==> src/rtl/uart_rx_fifo.sv <==
// uart_rx_fifo: receive-side character FIFO with per-entry status tags.
// Tracks fill level, any stored error and a sticky overrun flag.
module uart_rx_fifo #(
  parameter int fifo_width     = 11,
  parameter int fifo_depth     = 16,
  parameter int fifo_pointer_w = 4,
  parameter int fifo_counter_w = 5
) (
  input  logic                      clk,
  input  logic                      rst_n,
  input  logic [fifo_width-1:0]     data_in,
  input  logic                      push,
  input  logic                      pop,
  output logic [fifo_width-1:0]     data_out,
  output logic [fifo_counter_w-1:0] count,
  output logic                      error_bit,
  output logic                      overrun
);

  localparam logic [fifo_counter_w-1:0] depth_c =
    fifo_counter_w'(fifo_depth);

  logic [fifo_width-1:0]     mem [fifo_depth];
  logic [fifo_depth-1:0]     err_flag;
  logic [fifo_pointer_w-1:0] rd_ptr;
  logic [fifo_pointer_w-1:0] wr_ptr;
  logic                      full;
  logic                      empty;
  logic                      wr_en;
  logic                      rd_en;
  logic                      ovr_set;

  assign full    = (count == depth_c);
  assign empty   = (count == '0);
  // A full FIFO still takes a write when the head leaves the same cycle.
  assign wr_en   = push && (!full || pop);
  assign rd_en   = pop && !empty;
  assign ovr_set = push && !pop && full;

  assign data_out  = mem[rd_ptr];
  assign error_bit = |err_flag;

  // Storage and per-entry error flags; a write wins over the pop clear.
  always_ff @(posedge clk) begin
    if (!rst_n) begin
      for (int i = 0; i < fifo_depth; i++) begin
        mem[i] <= '0;
      end
      err_flag <= '0;
    end else begin
      if (rd_en) begin
        err_flag[rd_ptr] <= 1'b0;
      end
      if (wr_en) begin
        mem[wr_ptr]      <= data_in;
        err_flag[wr_ptr] <= |data_in[2:0];
      end
    end
  end

  // Pointers wrap naturally; count tracks the net change.
  always_ff @(posedge clk) begin
    if (!rst_n) begin
      rd_ptr <= '0;
      wr_ptr <= '0;
      count  <= '0;
    end else begin
      if (wr_en) begin
        wr_ptr <= wr_ptr + 1'b1;
      end
      if (rd_en) begin
        rd_ptr <= rd_ptr + 1'b1;
      end
      unique case ({wr_en, rd_en})
        2'b10:   count <= count + 1'b1;
        2'b01:   count <= count - 1'b1;
        default: count <= count;
      endcase
    end
  end

  // Sticky overrun, released by the next accepted pop.
  always_ff @(posedge clk) begin
    if (!rst_n) begin
      overrun <= 1'b0;
    end else if (ovr_set) begin
      overrun <= 1'b1;
    end else if (rd_en) begin
      overrun <= 1'b0;
    end
  end

endmodule

==> config.mk <==
export PLATFORM = sky130hd
export DESIGN_NAME = uart_rx_fifo
export DESIGN_NICKNAME = d
export VERILOG_FILES = /design/src/rtl/uart_rx_fifo.sv
export SDC_FILE = /design/constraint.sdc
export NUM_CORES = 1
export LEC_CHECK = 0
export CAP_MARGIN = 25
export CORE_UTILIZATION = 50
export DETAILED_ROUTE_END_ITERATION = 6
export HOLD_SLACK_MARGIN = 0.1
export PLACE_DENSITY = 0.71
export SYNTH_ARGS = -nofsm -noshare
export SYNTH_HDL_FRONTEND = slang
export SYNTH_SLANG_ARGS = --single-unit
export TNS_END_PERCENT = 100
==> constraint.sdc <==
create_clock -name clk -period 3 [get_ports clk]
set_clock_uncertainty 0.1 [all_clocks]
set_input_delay 0.6 -clock clk [delete_from_list [all_inputs] [get_ports clk]]
set_output_delay 0.6 -clock clk [all_outputs]
set_load 0.02 [all_outputs]
==> results of run 1 <==
-- sequential cells by signal, indices dropped and copies added, names as in the netlist, named ones only --
name and flops:
count 5, mem 176, wr_ptr 4, err_flag 16, overrun 1, rd_ptr 4
-- worst max-delay path: stages (launching register included) --
cell,delay [ns]
dfxtp_4,0.40
buf_4,0.18
mux4_2,0.56
a22oi_2,0.24
nand2_1,0.07
dlygate4sd2_1,0.33
-- cell type report --
cell class | count | area (um2)
multi-input cells | 422 | 3558
flip-flops and latches | 210 | 5977
fillers | 1477 | 7672
inverters | 23 | 88.84
clock inverters | 13 | 91.34
clock buffers | 27 | 610.6
well taps | 260 | 325.3
repair buffers | 68 | 631.9
-- routing by layer --
layer / share of wire [%] / GRT usage [%]
met5: 0 / 0
met2: 51 / 40.01
met3: 5.3 / 2.970
met4: 2.1 / 5.037
met1: 42 / 31.12
-- worst min-delay path by stage --
stage | startpoint | to | slack, ns | depth (start not counted)
floorplan | err_flag[11]$_SDFF_PN0_ | err_flag[11]$_SDFF_PN0_ | 0.37 | 1
global placement | err_flag[6]$_SDFF_PN0_ | err_flag[6]$_SDFF_PN0_ | 0.38 | 1
detailed placement | err_flag[1]$_SDFF_PN0_ | err_flag[1]$_SDFF_PN0_ | 0.39 | 1
CTS | err_flag[1]$_SDFF_PN0_ | err_flag[1]$_SDFF_PN0_ | 0.40 | 1
global route | err_flag[6]$_SDFF_PN0_ | err_flag[6]$_SDFF_PN0_ | 0.42 | 1
finish | err_flag[11]$_SDFF_PN0_ | err_flag[11]$_SDFF_PN0_ | 0.40 | 1
-- logic make-up (layout without fill, tap and decap cells) --
group	Yosys count	after routing	synth area share (%)
and+or+nand+nor	277	277	16.45
DFF	210	210	61.04
AOI/OAI and AO/OA	79	79	6.657
buffers and inverters	77	131	3.252
muxes	46	46	10.34
adders and majority gates	12	12	1.536
xor gates and xnor gates	8	8	0.7170
-- timing repair --
item                                   CTS  global route
endpoints found under the hold margin    0             0
resized for setup                       29            10
setup buffers                            0             5
pin swaps                                2             0
setup endpoints to repair               11            12
gates cloned                             1             0
-- stage by stage --
step	utilization [%]	setup WS, ns
floorplan	-	-0.05329
global placement	55.28	0.04483
detailed placement	55.28	-0.1145
CTS	59.29	-0.05813
global route	59.52	-0.05166
finish	59.52	0.02344
-- layout by cell type (no fill, tap or decap), drive strengths merged, types with 2 or more instances in the layout --
cell type / synthesis / final
clkdlybuf4s50: 0 / 21
a21o: 17 / 17
nor2b: 6 / 6
xnor2: 3 / 3
nand4: 7 / 7
dfxtp: 34 / 34
and2: 178 / 178
clkinv: 1 / 12
clkbuf: 46 / 29
nand2b: 3 / 3
or3: 3 / 3
or4: 2 / 2
clkdlybuf4s15: 0 / 3
nor2: 31 / 31
nand3: 20 / 20
o21ai: 8 / 8
and3: 2 / 2
dlygate4sd2: 0 / 4
ha: 12 / 12
nand4b: 3 / 3
nor4: 4 / 4
o211ai: 6 / 6
mux4: 44 / 44
inv: 22 / 22
a32o: 16 / 16
xor2: 5 / 5
a22oi: 23 / 23
mux2i: 2 / 2
a21oi: 6 / 6
edfxtp: 176 / 176
buf: 8 / 37
nand2: 15 / 15
-- power by group through the flow --
stage / combinational [mW] / sequential, mW / clock (mW)
floorplan: 1.28 / 3.58 / 0
detailed placement: 1.86 / 3.60 / 0
global placement: 1.82 / 3.58 / 0
CTS: 1.88 / 3.54 / 2.67
global route: 2.04 / 3.56 / 2.78
finish: 1.90 / 3.54 / 2.64
==> metrics.md, run 1 <==
| Metric | Value |
|---|---|
| Largest net degree at the start of global routing | between 40 and 50 |
| Ys async rst share | 0% |
| Routed WL | around 22 mm |
| Yosys Warn Count | 0 |
| CTS tree | done |
| Reg-to-reg setup timing slack | 0.13 ns |
| Nature of the critical path startpoint | flop |
| Critical path capture point type | output port |
| Area growth syn-to-layout | 15.45% |
| Final Slew Violations | 0 |
| Worst R2R End | count[4]$_SDFFE_PN0P_ |
| Placed Instances | slightly below 1000 |
| Synth Flop Type | edfxtp_1 |
| Setup TNS | 0 ns |
| Die width | roughly 140 um |
| RSZ-0062 raised after global routing | true |
| I/O Pins | 33 |
| Hold WS | around 0.40 ns |
| First-pass GRT wire length | roughly 35 mm |
| Sw Pwr | roughly 2.3 mW |
| Register area share after synthesis | around 60% |
| Grt ovf | 0 |
| Slew headroom | approximately 28% |
| Clock net sink count | 210 |
| Worst path required time | 2.30 ns |
| CP Capture Point | data_out[1] |
| Fraction of layout cells with a size suffix above 1 | around a fifth |
| Comb power frac | approximately a quarter |
| Most common cell in the netlist | and2_1 |
| Yosys cell types | between 40 and 50 |
| Switching Share | between 20% and 30% |
| Peak supply drop | between 0.4 and 0.5 mV |
| Period utilization | slightly below 100% |
| 1st-pass router iterations | 4 |
| Clk root buf | clkbuf_16 |
| Mean number of vias per cell | between 5 and 6 |
| Vias in the first global route | 6142 |
| Number of buffers created by CTS | 22 |
| WL/cell | 21.65 um |
| Mapped cell area | 0.009773 mm2 |
| Crit Reg-Reg Startpoint | count[0]$_SDFFE_PN0P_ |
| Slew of the pin with the lowest slew margin | 1.070 ns |
| N_diodes | 0 |
| Placed inst area | around 0.010 mm2 |
| Final Setup Violations | 0 |
| Final hold vios | 0 |
| Final Cell Area | around 0.011 mm2 |
| Global Route Usage Sum | approximately 23% |
| Core area | 0.01896 mm2 |
| Total Power | between 8 and 9 mW |
| Die H | 141.8 um |
| Maximum net fanout on the critical path | 5 |
| DPL Wire Length | 14.81 mm |
| Number of synthesized flops with an enable pin | approximately 180 |
| Max-Cap Viols | 0 |
| Initial antenna violation count | 0 |
| Fmax | between 300 and 400 MHz |
| H-tree depth | 1 |
| Yosys reg bits | 210 |
| CTS Hold Bufs | 0 |
| # DRC | 0 |
| Initial DRC Count | about 500 |
| Pwr Density | between 700 and 800 mW/mm2 |
| Final Non-Filler Cells | ~1000 |
| Cells after Synth | between 700 and 800 |
| Reg clk slew, reported paths | roughly 0.06 ns |
| Lkg Pwr | between 4 and 5 nW |
| Top post-synthesis cells by area | edfxtp_1, and2_1, mux4_2 |
| Final nets | between 700 and 800 |
| Via Count | roughly 5900 |
| Num rows | 50 |
| Sequential Power Share | between 40% and 50% |
| Initial Util | just over 50% |
| Clk pwr share | 32.7% |
| Worst Path Arrival | between 2 and 2.5 ns |
| Cell taking the most area after synthesis | edfxtp_1 |
| R2r worst-path depth | 9 |
| Number of antenna-violating nets in the routed design | 0 |
| Post-layout min period | just under 3 ns |
| Internal | 5.785 mW |
| Yosys top cell area share | about 54% |
| Hold WC Path Type | flop to flop |
| Clk buf depth | 3 |
| Top cells by count, synth | and2_1, edfxtp_1, mux4_2 |
| Clock Latency Late Sink | roughly 0.50 ns |
| I/O Buffers | 32 |
| Die ar. | 0.02011 mm2 |
| Net Count, Synth | ~740 |
| Setup CP Type | flop to output port |
| Synth Area per Inst | 13.78 um2 |
| RePlAce Congestion | ~0.9 |
| Status | complete, no violations |
(Power assumes the default switching activity.)
==> run 2: changes to the inputs <==
--- a/config.mk
+++ b/config.mk
@@ -6,10 +6,11 @@
 export NUM_CORES = 1
 export LEC_CHECK = 0
 export CAP_MARGIN = 25
-export CORE_UTILIZATION = 50
+export CORE_UTILIZATION = 40
 export DETAILED_ROUTE_END_ITERATION = 6
+export DONT_BUFFER_PORTS = 1
 export HOLD_SLACK_MARGIN = 0.1
-export PLACE_DENSITY = 0.71
+export PLACE_DENSITY = 0.57
 export SYNTH_ARGS = -nofsm -noshare
 export SYNTH_HDL_FRONTEND = slang
 export SYNTH_SLANG_ARGS = --single-unit
==> run 2 against run 1 <==
Critical path depth is 1 lower. Register-to-register slack worse by 0.03 ns. Cell area is 2.6% lower. Sequential power hardly changed. Critical endpoint is now data_out[4]. Worst hold slack worse by 0.26 ns.
==> metrics.md, run 2 (synthesis results as in run 1) <==
| Metric | Value |
|---|---|
| Status | complete, no violations |
| CTS tree | done |
| WL/cell | 22.38 um (+3.4%) |
| Peak supply drop | 0.6053 mV (+21%) |
| Post-CTS Setup Inserts | 0 (unchanged) |
| Multi-input logic area | 0.003522 mm2 (-1.0%) |
| 1st-pass router iterations | 5 (+1) |
| Hold WS | 0.1443 ns (-0.2583 ns) |
| Mean number of vias per cell | 5.505 (-5.0%) |
| Total Power | 8.214 mW (+1.6%) |
| # DRC | 0 (unchanged) |
| Num rows | 56 (+12%) |
| DPL Wire Length | 15.27 mm (+3.1%) |
| Initial antenna violation count | 0 (unchanged) |
| Post-layout min period | 2.960 ns (-0.01611 ns) |
| Period utilization | 98.68% (-0.54 points) |
| Post-layout util | 46.42% (-13 points) |
| Reg-to-reg setup timing slack | 0.10 ns (-0.03 ns) |
| Clock net sink count | 210 (unchanged) |
| Comb power frac | 20.8% (-2.7 points) |
| Most common cell after layout, fill and taps aside | and2_1 |
| Lkg Pwr | 3.981 nW (-4.2%) |
| Vias in the first global route | 5789 (-5.7%) |
| Core area | 0.02368 mm2 (+25%) |
| Die width | 158.3 um (+12%) |
| Die H | 158.3 um (+12%) |
| Slew headroom | 28.88% (+0.46 points) |
| Delay of the slowest critical-path stage | 0.56 ns (about the same) |
| Critical path capture point type | output port |
| Commonest non-fill, non-tap cells in the layout | and2_1, edfxtp_1, mux4_2, nor2_1, dfxtp_1 |
| Area growth syn-to-layout | 12.50% |
| Initial DRC Count | 437 (-13%) |
| Internal | 5.956 mW (+3.0%) |
| H-tree depth | 1 (unchanged) |
| Final nets | 727 (-6.1%) |
| Fmax | 337.8 MHz (+0.54%) |
| Biggest regs | mem: 176 flops, err_flag: 16 flops, count: 5 flops |
| First-pass GRT wire length | 35.38 mm (+1.9%) |
| Setup TNS | 0 ns (unchanged) |
| Grt ovf | 0 (unchanged) |
| Number of antenna-violating nets in the routed design | 0 (unchanged) |
| RSZ-0062 raised after global routing | true |
| Sw Pwr | 2.258 mW (-1.9%) |
| Final Slew Violations | 0 (unchanged) |
| M3 GR Usage | 3.157% (+0.19 points) |
| Slew of the pin with the lowest slew margin | 1.063 ns (-0.006896 ns) |
| Top reg by flops | mem |
| Global Route Usage Sum | 19.34% (-3.7 points) |
| Number of buffers created by CTS | 24 (+9.1%) |
| Reg clk slew, reported paths | 0.06 ns (about the same) |
| Fill cell count | 2127 (+44%) |
| Clock Latency Late Sink | 0.50 ns (about the same) |
| Place WS | 0.1467 ns (+0.2612 ns) |
| Clk buf depth | 3 (unchanged) |
| Final worst slack | 0.03956 ns (+0.01611 ns) |
| RePlAce Congestion | 0.8204 (-8.8%) |
| Via Count | 5709 (-3.7%) |
| Clk pwr share | 36.4% (+3.7 points) |
| Sequential cell area | 0.005974 mm2 (about the same) |
| Worst Path Arrival | 2.26 ns (-0.02 ns) |
| Max-Cap Viols | 0 (unchanged) |
| Largest delay share family, worst path | multiplexers |
| Sequential Power Share | 42.8% (-1.0 points) |
| Clk root buf | clkbuf_16 |
| Routed WL | 23.21 mm (+4.8%) |
| Crit-path cells | bufbuf_16 > mux4_2 > a22oi_1 > nand2_2 |
| Die ar. | 0.02506 mm2 (+25%) |
| Fraction of layout cells with a size suffix above 1 | 16.43% (-2.6 points) |
| Busiest grt layer | met2 |
| Worst path required time | 2.30 ns (about the same) |
| Met1 Use GR | 26.31% (-4.8 points) |
| Largest net degree at the start of global routing | 45 (unchanged) |
| Crit-path slowest cell | mux4_2 |
| I/O Pins | 33 (unchanged) |
| Switching Share | 27.49% (-0.97 points) |
| Pwr Density | 747.1 mW/mm2 (+4.2%) |
| Final hold vios | 0 (unchanged) |
| Nature of the critical path startpoint | flop |
| Buffers & Inverters on Critical Path | 1 (-1) |
| Final Setup Violations | 0 (unchanged) |
| Maximum net fanout on the critical path | 16 (+11) |
| Number of flip-flops under the largest register name | 176 (unchanged) |
| Initial Util | 41.27% (-10 points) |
| Hold WC Path Type | primary input to flop |
| I/O Buffers | 0 (-100%) |
| Met2 Use GR | 32.60% (-7.4 points) |
| Setup CP Type | flop to output port |
| N_diodes | 0 (unchanged) |
[run 2: per-stage QoR]
| step | std cells | instance area [um2] |
|---|---|---|
| floorplan | 709 | 9818 |
| global placement | 989 | 10110 |
| CTS | 1034 | 10960 |
| finish | 1037 | 10990 |
| global route | 1037 | 10990 |
| detailed placement | 989 | 10110 |
[run 2: worst paths after layout]
path	depth (start not counted)	endpoint	from
worst min register to register	1	err_flag[8]$_SDFF_PN0_	err_flag[8]$_SDFF_PN0_
worst max register to register	9	count[4]$_SDFFE_PN0P_	count[0]$_SDFFE_PN0P_
worst max-delay path	4	data_out[4]	flop
worst min-delay path	2	wr_ptr[3]$_SDFFE_PN0N_	rst_n
[run 2: power groups by stage]
| stage | clock network (mW) | logic (mW) | registers [mW] |
|---|---|---|---|
| 2_1_floorplan | 0 | 1.28 | 3.58 |
| 3_3_place_gp | 0 | 1.64 | 3.56 |
| 3_5_place_dp | 0 | 1.68 | 3.58 |
| 4_1_cts | 3.02 | 1.72 | 3.52 |
| 5_1_grt | 3.14 | 1.83 | 3.54 |
| 6_report | 2.99 | 1.71 | 3.52 |
[run 2: worst register-to-register path: cells and delay by family (launching register included)]
family	cells	cell delay, ns
AO/OA/AOI/OAI	3	0.63
adder cells (fa/ha/maj)	2	0.59
buffers and inverters	1	0.04
AND/OR/NAND/NOR	3	1.10
flip-flops	1	0.38
[run 2: repair_timing]
action                     in CTS  in global routing
setup endpoints to repair       4                  4
hold buffers                    0                  0
resized for setup               3                  4
cloned                          1                  0
[run 2: layer usage]
metal / vias up / part of all wire [%]
li1: 2594 / -
met1: 2912 / 45
met2: 179 / 49
met3: 24 / 5.3
met4: 0 / 1.5
met5: - / 0
[run 2: area by class of cell]
| class | count | area share, % |
|---|---|---|
| Clock buffer | 31 | 5.895 |
| Clock inverter | 13 | 1.468 |
| Inverter | 23 | 0.8080 |
| Multi-Input combinational cell | 422 | 32.04 |
| Sequential cell | 210 | 54.34 |
| Tap cell | 319 | 3.630 |
| Timing Repair Buffer | 19 | 1.821 |
